`src/rtl/rf_scanner.sv`:
```
// Register-file scanner: walks FIRST..LAST (wrapping), offering each word downstream and summing transfers.
// States: IDLE wait for START | READ fetch word | SEND offer word | FINISH one-cycle done pulse.
module rf_scanner #(
  parameter int ADDR_W = 5,
  parameter int DATA_W = 32
) (
  input  logic              CLK,
  input  logic              RST,
  input  logic              START,
  input  logic [ADDR_W-1:0] FIRST,
  input  logic [ADDR_W-1:0] LAST,
  output logic [ADDR_W-1:0] RFRA,
  input  logic [DATA_W-1:0] RFRD,
  output logic [DATA_W-1:0] DOUT,
  output logic [ADDR_W-1:0] DIDX,
  output logic              DVAL,
  input  logic              DRDY,
  output logic              BUSY,
  output logic              DONE,
  output logic [DATA_W-1:0] SUM
);

  typedef enum logic [1:0] {IDLE, READ, SEND, FINISH} state_t;

  state_t            state_q, state_d;
  logic [ADDR_W-1:0] addr_q, addr_d;
  logic [ADDR_W-1:0] last_q, last_d;
  logic [DATA_W-1:0] dout_q, dout_d;
  logic [ADDR_W-1:0] didx_q, didx_d;
  logic              dval_q, dval_d;
  logic [DATA_W-1:0] sum_q, sum_d;

  always_ff @(posedge CLK or posedge RST) begin
    if (RST) begin
      state_q <= IDLE;
      addr_q  <= '0;
      last_q  <= '0;
      dout_q  <= '0;
      didx_q  <= '0;
      dval_q  <= 1'b0;
      sum_q   <= '0;
    end else begin
      state_q <= state_d;
      addr_q  <= addr_d;
      last_q  <= last_d;
      dout_q  <= dout_d;
      didx_q  <= didx_d;
      dval_q  <= dval_d;
      sum_q   <= sum_d;
    end
  end

  always_comb begin
    state_d = state_q;
    addr_d  = addr_q;
    last_d  = last_q;
    dout_d  = dout_q;
    didx_d  = didx_q;
    dval_d  = dval_q;
    sum_d   = sum_q;
    case (state_q)
      IDLE: begin
        if (START) begin
          addr_d  = FIRST;
          last_d  = LAST;
          sum_d   = '0;
          state_d = READ;
        end
      end
      READ: begin
        dout_d  = RFRD;
        didx_d  = addr_q;
        dval_d  = 1'b1;
        state_d = SEND;
      end
      SEND: begin
        // DVAL is high throughout SEND, so DRDY alone marks the transfer here.
        if (DRDY) begin
          sum_d  = sum_q + dout_q;
          dval_d = 1'b0;
          if (didx_q == last_q) begin
            state_d = FINISH;
          end else begin
            addr_d  = addr_q + ADDR_W'(1);
            state_d = READ;
          end
        end
      end
      FINISH: state_d = IDLE;
      default: state_d = IDLE;
    endcase
  end

  assign RFRA = addr_q;
  assign DOUT = dout_q;
  assign DIDX = didx_q;
  assign DVAL = dval_q;
  assign SUM  = sum_q;
  assign BUSY = (state_q != IDLE);
  assign DONE = (state_q == FINISH);

endmodule
```
`config.mk`:
```
export PLATFORM = sky130hd
export DESIGN_NAME = rf_scanner
export DESIGN_NICKNAME = d
export VERILOG_FILES = /design/src/rtl/rf_scanner.sv
export SDC_FILE = /design/constraint.sdc
export NUM_CORES = 1
export LEC_CHECK = 0
export CAP_MARGIN = 0
export CELL_PAD_IN_SITES_DETAIL_PLACEMENT = 1
export CELL_PAD_IN_SITES_GLOBAL_PLACEMENT = 1
export CORE_MARGIN = 4
export CORE_UTILIZATION = 41
export CTS_CLUSTER_DIAMETER = 50
export DETAILED_ROUTE_END_ITERATION = 6
export PLACE_DENSITY = 0.85
export SLEW_MARGIN = 10
export SYNTH_ARGS = -nofsm -noshare
export SYNTH_HDL_FRONTEND = slang
export SYNTH_SLANG_ARGS = --single-unit
```
`constraint.sdc`:
```
create_clock -name CLK -period 4 [get_ports CLK]
set_input_delay 0.4 -clock CLK [delete_from_list [all_inputs] [get_ports CLK]]
set_output_delay 0.4 -clock CLK [all_outputs]
set_load 0.01 [all_outputs]
```
# Word level (Yosys, flattened, before mapping)
# Index checks and enable logic that the tools add are counted.
# word_totals
output_inout_bits	77
input_bits	46
register_bits	82
wordCells	38
# op_classes
n_eq_ne	7
reduce_logical	9
n_mux	13
n_addsub	2
# op_table
operator	n
$mux 32	2
$pmux 32 s2	1
$add 32x32->32	1
$mux 5	3
$pmux 5 s2	1
$pmux 2 s4	1
$mux 2	3
$ne 2x2->1 const B	3
$reduce_and 2->1	3
$reduce_bool 2->1	3
$add 5x1->5 const B	1
$eq 5x5->1	1
$eq 2x2->1 const B	2
$reduce_and 4->1	1
$reduce_and 3->1	1
$eq 2x1->1 const B	1
$logic_not 2->1	1
$pmux 1 s2	1
$mux 1	1

# Longest topological paths before layout
# Gate-level depths: netlist (run 1).
# depth
depth_word	4
mapped_depth	12

# Worst setup path before layout (run 1)
# OpenSTA, ideal clock, no wires.
# synth_path
path_kind	register to register
startpoint	register sum_q[0], in the netlist SUM[0]
endpoint	register sum_q[28], in the netlist SUM[28]
t_arrival_ns	2.359
required_time_ns	3.878
path_stages_with_launch	13
setup_slack_ns	1.520
setup_ns	0.122
n_path_buf	0
cell_sequence	dfrtp_1 -> ha_1 -> inv_1 -> fa_1 -> nor2b_4 -> o211ai_2 -> a31oi_4 -> o21ai_2 -> o211a_4 -> o21ai_1 -> a31oi_1 -> mux2i_1 -> nand2_1
# synth_between
elab_chain_cells	3
# synth_lines
item	line	rtl
from (decl)	31	logic [DATA_W-1:0] sum_q, sum_d;
from (signal assigned)	49	sum_q <= sum_d;
$add 32x32->32	79	sum_d = sum_q + dout_q;
$mux 32	78	if (DRDY) begin
$pmux 32 s2	61	case (state_q)
# Every way passes these cells. The select of a mux whose other input is x is not followed.
# A chain may end at the register's enable or synchronous reset.

# Worst setup path in the final report (run 1)
# layout_path
startpoint	register sum_q[20], in the netlist SUM[20]
endpoint	register sum_q[31], in the netlist SUM[31]
# The elaborated chain is that of the path after synthesis.

==> flow_metrics.tcl, run 1 <==
set metrics [dict create \
    run_status "completed" \
    drt_pre_antenna_iters 4 \
    synthDominantAreaCellType "sky130_fd_sc_hd__dfrtp_1" \
    post-route-drc-count 0 \
    via_count_of_the_first_global_routing_pass 4726 \
    post_synth_cell_types 61 \
    wire_length_of_the_first_global_routing_pass_um 24200 \
    first_drt_iteration_drcs 105 \
    power.switching_uw 2600 \
    place_congestion 0.885 \
    setup-tns-final_ps 0 \
    yosysMostFrequentCell "sky130_fd_sc_hd__dfrtp_1" \
    post-synth-top-area-fraction_pct 41.7 \
    drv.max_cap_violation_count 0 \
    dp_hpwl_um 10400 \
    placement.io_buffers 122 \
    drt-vias-per-instance 5.67 \
    yosys-top-cells-count "sky130_fd_sc_hd__dfrtp_1, sky130_fd_sc_hd__nand2_1, sky130_fd_sc_hd__mux2_2, sky130_fd_sc_hd__a21oi_1, sky130_fd_sc_hd__ha_1" \
    routed_wl_um 14500 \
    max_clock_freq_mhz 361 \
    pwr-share-comb_pct 60.4 \
    post_synth.cell_area_avg_um2 10.1 \
    synth_top_family_by_area "compound AO/OA/AOI/OAI gates" \
    fin_area_um2 6550 \
    layout_worst_path_cycle_share_pct 69.3 \
    synth_compound_gate_area_share_pct 18.9 \
    htree_levels 3 \
    yosys-top-cells-area "sky130_fd_sc_hd__dfrtp_1, sky130_fd_sc_hd__mux2_2, sky130_fd_sc_hd__ha_1, sky130_fd_sc_hd__nand2_1, sky130_fd_sc_hd__a21oi_1" \
    synth_enable_flop_cells 0 \
    dieArea_um2 13800 \
    report.final.hold_viol_count 0 \
    die-width_um 118 \
    antenna_found_initial 0 \
    rsz0062_at_grt "false" \
    cts_hold_buf 0 \
    num_vias 4251 \
    worstMarginPinSlew_ps 1210 \
    synth.yosys.warnings 0 \
    static-leakage-power_uw 0.00281 \
    adder_cell_fraction_of_synth_area_pct 8.55 \
    pwr-share-seq_pct 26.0 \
    initial_utilization_pct 42.5 \
    switching_share_of_power_pct 43.4 \
    multi_input_area_um2 2720 \
    row_count 39 \
    postPlaceCellArea_um2 6260 \
    p_clk_share_pct 13.7 \
    powerDensity_nw_per_um2 916 \
    syn2layout_area_growth_pct 33.3 \
    yosys.area_share.simple_pct 12.4 \
    ys_seq_area_share_pct 41.7 \
    ctsLongestPathBuffers 2 \
    cts.sinks 82 \
    grt_use_total_pct 21.4 \
    synth.mux.area_fraction_pct 10.4 \
    synth-async-reset-ratio_pct 100 \
    placeableCoreArea_um2 11600 \
    postCtsResizedCells 0 \
    clkTransAtPathRegs_ps 70 \
    antenna_left 0 \
    critical_path_class "reg -> reg" \
    final_setup_fails 0 \
    antenna_cells_inserted 0 \
    timing.critical_path.to_type "flip-flop" \
    nFillCells 1270 \
    postSynthCellCount 486 \
    synth_fp_nets 565 \
    final_max_slew_viol_count 0 \
    cell_area_after_synthesis_um2 4920 \
    post_synth_xor_area_fraction_pct 4.81 \
    worst-endpoint-required_ps 4280 \
    report.power.total_uw 6000 \
    cts.root.buffer_cell "sky130_fd_sc_hd__clkbuf_16" \
    maximum_number_of_pins_on_one_net_before_global_route_repair 63 \
    critPathArrivalTime_ps 3050 \
    worst_ir_drop_vdd_v 0.000428 \
    wl_per_cell_um 19.3 \
    remaining_overflow_grt 0 \
    clock_latency_ps 350 \
    die_y_um 118 \
    max-slew-margin-rel_pct 18.9 \
    layout.area.seq_um2 2050 \
    layout-drive-gt1-share_pct 14.0 \
    startpoint_type_of_the_worst_setup_path "flip-flop" \
    nNetsFinal 681 \
    final.min_clock_period_ps 2770 \
    number_of_top_level_pins 123 \
    p_int_uw 3390 \
    fin_skew_ps 7.43 \
    min_path_type "reg -> reg" \
    synth_seq_cells 82 \
    postCtsSetupBuffers 0 \
    finished_core_util_pct 56.6 \
    yosys_most_used_dff "sky130_fd_sc_hd__dfrtp_1" \
    tritoncts "built" \
    tritoncts_buffer_count 9 \
    critical_path_peak_fanout 8 \
]
## flip-flops by register name (all words and copies together), names as in the netlist
| name | cells |
|---|---|
| last_q | 5 |
| RFRA | 5 |
| DIDX | 5 |
| DVAL | 1 |
| DOUT | 32 |
| SUM | 32 |
| state_q | 2 |
## logic make-up after synthesis
kind of cell | Yosys count
flip-flops | 82
AND/OR/NAND/NOR | 123
XOR/XNOR | 27
AO/OA/AOI/OAI | 138
multiplexers | 46
buffers and inverters | 37
adder cells (fa/ha/maj) | 33
## area by class of cell
cell class | instances | share of cell area (%)
Clock buffer | 10 | 3.65
Clock inverter | 6 | 0.764
Timing Repair Buffer | 126 | 19.1
Tap cell | 143 | 2.73
Inverter | 16 | 0.955
Multi-Input combinational cell | 367 | 41.5
Sequential cell | 82 | 31.3
## per-stage QoR
| stage | setup WS (ps) | hold WS (ps) | instances |
|---|---|---|---|
| 6_report | 1230 | 492 | 750 |
| 4_1_cts | 1290 | 495 | 750 |
| 2_1_floorplan | 1490 | 500 | 486 |
| 3_3_place_gp | 1320 | 483 | 734 |
| 5_1_grt | 1070 | 521 | 750 |
| 3_5_place_dp | 1200 | 486 | 734 |
## worst paths after layout
kind	depth (start not counted)	startpoint	slack (ps)	end
min in group asynchronous	2	RST	560	SUM[3]$_DFFE_PP0P_
min	1	SUM[31]$_DFFE_PP0P_	490	SUM[31]$_DFFE_PP0P_
min reg2reg	1	SUM[31]$_DFFE_PP0P_	490	SUM[31]$_DFFE_PP0P_
max reg2reg	9	SUM[20]$_DFFE_PP0P_	1230	SUM[31]$_DFFE_PP0P_
max	9	SUM[20]$_DFFE_PP0P_	1230	SUM[31]$_DFFE_PP0P_
max in group asynchronous	3	RST	2660	SUM[14]$_DFFE_PP0P_
## cell usage in the layout (no fill, tap or decap), types with 4 or more instances in the layout
cell type                         netlist  routed
sky130_fd_sc_hd__nand3_1               14      14
sky130_fd_sc_hd__a21o_1                11      11
sky130_fd_sc_hd__ha_1                  32      32
sky130_fd_sc_hd__mux2_2                41      41
sky130_fd_sc_hd__nand2_1               50      50
sky130_fd_sc_hd__nand4_1                4       4
sky130_fd_sc_hd__o21ai_0               26      26
sky130_fd_sc_hd__clkbuf_16              0       9
sky130_fd_sc_hd__buf_4                  3       4
sky130_fd_sc_hd__o21ai_1               19      19
sky130_fd_sc_hd__o211ai_1               6       6
sky130_fd_sc_hd__xor2_1                17      17
sky130_fd_sc_hd__o21bai_1               5       5
sky130_fd_sc_hd__clkdlybuf4s50_1        0     122
sky130_fd_sc_hd__xnor2_1               10      10
sky130_fd_sc_hd__mux2i_1                5       5
sky130_fd_sc_hd__nor2_1                19      19
sky130_fd_sc_hd__a31oi_1                5       5
sky130_fd_sc_hd__nor2b_1                5       4
sky130_fd_sc_hd__nor3_1                 4       4
sky130_fd_sc_hd__nand2b_1               5       5
sky130_fd_sc_hd__o21a_1                 4       4
sky130_fd_sc_hd__a21oi_1               32      31
sky130_fd_sc_hd__inv_1                 14      13
sky130_fd_sc_hd__dfrtp_1               82      82
sky130_fd_sc_hd__and3_1                 6       6
## worst max-delay path, cell delays in order (launching register included)
cell,delay (ps)
sky130_fd_sc_hd__dfrtp_1,420
sky130_fd_sc_hd__ha_1,420
sky130_fd_sc_hd__a2111oi_0,560
sky130_fd_sc_hd__o21ai_1,160
sky130_fd_sc_hd__o22ai_2,150
sky130_fd_sc_hd__a2bb2oi_1,190
sky130_fd_sc_hd__nor2b_2,250
sky130_fd_sc_hd__a21oi_2,100
sky130_fd_sc_hd__o211ai_1,230
sky130_fd_sc_hd__mux2i_1,210
## metal layers
layer,up-vias,part of all wire (%),track usage [%],routed length [um]
li1,1993,-,-,-
met1,2113,42,25.2,6150
met2,119,50,37.4,7250
met3,26,5.3,5.24,764
met4,0,2.3,9.01,327
met5,-,0,0,0
## power by group through the flow
stage / sequential [uW] / combinational, uW / clock (uW)
2_1_floorplan: 1640 / 2170 / 0
6_report: 1560 / 3620 / 819
4_1_cts: 1560 / 3640 / 841
3_5_place_dp: 1570 / 3580 / 0
3_3_place_gp: 1540 / 3450 / 0
5_1_grt: 1620 / 3950 / 875
(Power assumes the default switching activity.)
==> run 2, diff against run 1 <==
--- a/config.mk
+++ b/config.mk
@@ -9,10 +9,10 @@
 export CELL_PAD_IN_SITES_DETAIL_PLACEMENT = 1
 export CELL_PAD_IN_SITES_GLOBAL_PLACEMENT = 1
 export CORE_MARGIN = 4
-export CORE_UTILIZATION = 41
+export CORE_UTILIZATION = 34
 export CTS_CLUSTER_DIAMETER = 50
 export DETAILED_ROUTE_END_ITERATION = 6
-export PLACE_DENSITY = 0.85
+export PLACE_DENSITY = 0.75
 export SLEW_MARGIN = 10
 export SYNTH_ARGS = -nofsm -noshare
 export SYNTH_HDL_FRONTEND = slang
==> constraint.sdc (replaced) <==
create_clock -name CLK -period 2.48 [get_ports CLK]
set_input_delay 0.248 -clock CLK [delete_from_list [all_inputs] [get_ports CLK]]
set_output_delay 0.248 -clock CLK [all_outputs]
set_load 0.01 [all_outputs]
==> flow_metrics.tcl, run 2 (synthesis gave the netlist of run 1 again) <==
set metrics [dict create \
    nNetsFinal 722 \
    htree_levels 3 \
    drt-vias-per-instance 5.33 \
    via_count_of_the_first_global_routing_pass 4770 \
    routed_wl_um 15300 \
    maximum_number_of_pins_on_one_net_before_global_route_repair 44 \
    static-leakage-power_uw 0.00305 \
    antenna_left 0 \
    clock_latency_ps 360 \
    drt_pre_antenna_iters 4 \
    placement.io_buffers 122 \
    grt_use_total_pct 18.4 \
    worst_ir_drop_vdd_v 0.000597 \
    initial_utilization_pct 35.0 \
    post-route-drc-count 0 \
    max_clock_freq_mhz 405 \
    final_setup_fails 0 \
    critical_path.max_stage_delay_ps 370 \
    layout-drive-gt1-share_pct 23.8 \
    reg2regPathDepth 12 \
    worstMarginPinSlew_ps 788 \
    cp_cell_sequence "ha_2 -> inv_2 -> fa_2 -> nor2b_4 -> o211ai_4 -> a31oi_4 -> o21ai_2 -> o211a_4 -> o21bai_4 -> a31oi_2 -> xor2_1 -> o21ai_1" \
    powerDensity_nw_per_um2 1490 \
    startpoint_type_of_the_worst_setup_path "flip-flop" \
    die_y_um 128 \
    finished_core_util_pct 51.0 \
    cp.depth 12 \
    remaining_overflow_grt 0 \
    tritoncts_buffer_count 9 \
    final_cell_mix "sky130_fd_sc_hd__clkdlybuf4s50_1, sky130_fd_sc_hd__dfrtp_1, sky130_fd_sc_hd__nand2_1, sky130_fd_sc_hd__buf_4, sky130_fd_sc_hd__mux2_2" \
    die-width_um 128 \
    layout_commonest_cell "sky130_fd_sc_hd__clkdlybuf4s50_1" \
    dieArea_um2 16400 \
    final_max_slew_viol_count 0 \
    wl_per_cell_um 18.5 \
    ff2ff_setup_slack_ps 10 \
    layout_worst_path_cycle_share_pct 99.5 \
    cts.sinks 82 \
    report.power.total_uw 10700 \
    drv.max_cap_violation_count 0 \
    min_path_type "in -> async" \
    dp_hpwl_um 10900 \
    crit_path_top_delay_cell "sky130_fd_sc_hd__dfrtp_1" \
    final.min_clock_period_ps 2470 \
    critical_path_peak_fanout 3 \
    startpoint_of_the_worst_register_to_register_path "SUM[0]$_DFFE_PP0P_" \
    first_drt_iteration_drcs 168 \
    ctsLongestPathBuffers 2 \
    num_vias 4412 \
    antenna_found_initial 0 \
    setup-tns-final_ps 0 \
    placeableCoreArea_um2 14000 \
    critPathArrivalTime_ps 2750 \
    place_congestion 0.860 \
    cts.root.buffer_cell "sky130_fd_sc_hd__clkbuf_16" \
    number_of_top_level_pins 123 \
    postPlaceCellArea_um2 6530 \
    clkTransAtPathRegs_ps 70 \
    run_status "completed" \
    worst-endpoint-required_ps 2760 \
    critPathTopFamily "compound AO/OA/AOI/OAI gates" \
    fin_skew_ps 11.8 \
    reg2reg_to "SUM[30]$_DFFE_PP0P_" \
    max-slew-margin-rel_pct 47.4 \
    report.final.hold_viol_count 0 \
    syn2layout_area_growth_pct 45.8 \
    antenna_cells_inserted 0 \
    timing.critical_path.to_type "flip-flop" \
    row_count 43 \
    worst-path-buf-inv 1 \
    rsz0062_at_grt "true" \
    wire_length_of_the_first_global_routing_pass_um 24300 \
    critical_path_class "reg -> reg" \
    fin_area_um2 7170 \
    tritoncts "built" \
]
run 2: changes by cell type in the layout (fill, tap and decap cells not counted), moves of 2 or more:
cell and delta:
sky130_fd_sc_hd__a21oi_1 -4, sky130_fd_sc_hd__a21oi_2 +3, sky130_fd_sc_hd__a32oi_1 -2, sky130_fd_sc_hd__a32oi_2 +2, sky130_fd_sc_hd__buf_12 +2, sky130_fd_sc_hd__buf_4 +39
sky130_fd_sc_hd__dfrtp_1 -2, sky130_fd_sc_hd__dfrtp_2 +2, sky130_fd_sc_hd__ha_1 -14, sky130_fd_sc_hd__ha_2 +5, sky130_fd_sc_hd__ha_4 +9
run 2: area by class of cell:
cell class	count	area, um^2
multi-input combinational	367	2930
timing repair buffer	167	1580
inverter	16	61.3
sequential	82	2050
fill	1512	6870
tap	180	225
clock inverter	6	72.6
clock buffer	10	239
run 2: power breakdown:
group / total (uW) / internal, uW / switching, uW
Combinational: 6700 / 3430 / 3270
Sequential: 2590 / 1950 / 638
Clock: 1420 / 821 / 604
Total: 10700 / 6200 / 4510
run 2: what timing repair did:
action / in CTS / in global routing
setup endpoints to repair: 8 / 13
pin swaps: 4 / 23
resized for setup: 5 / 31
setup buffers: 2 / 13
hold buffers: 0 / 0
run 2: worst max-delay path by stage:
| stage | to | startpoint |
|---|---|---|
| 6_report | SUM[30]$_DFFE_PP0P_ | SUM[0]$_DFFE_PP0P_ |
| 5_1_grt | SUM[31]$_DFFE_PP0P_ | DOUT[17]$_DFFE_PP0P_ |
| 4_1_cts | SUM[29]$_DFFE_PP0P_ | SUM[20]$_DFFE_PP0P_ |
| 3_5_place_dp | SUM[28]$_DFFE_PP0P_ | DOUT[0]$_DFFE_PP0P_ |
| 3_3_place_gp | SUM[28]$_DFFE_PP0P_ | SUM[0]$_DFFE_PP0P_ |
| 2_1_floorplan | SUM[28]$_DFFE_PP0P_ | SUM[0]$_DFFE_PP0P_ |
run 2: metrics by stage:
step	hold WS, ps	instances	setup slack, ps
4_1_cts	382	815	-15.7
6_report	352	828	11.4
2_1_floorplan	365	486	5.18
3_5_place_dp	484	797	-115
3_3_place_gp	480	797	29.9
5_1_grt	414	828	-145
run 2: layer usage:
layer  part of all wire, %  wire length, um  vias up  GRT usage, %
met5                     0                0        -             0
li1                      -                -     2076             -
met3                   6.1              936       15          5.75
met4                   1.3              198        0          4.87
met2                    50             7680      104          31.4
met1                    42             6490     2217          22.6
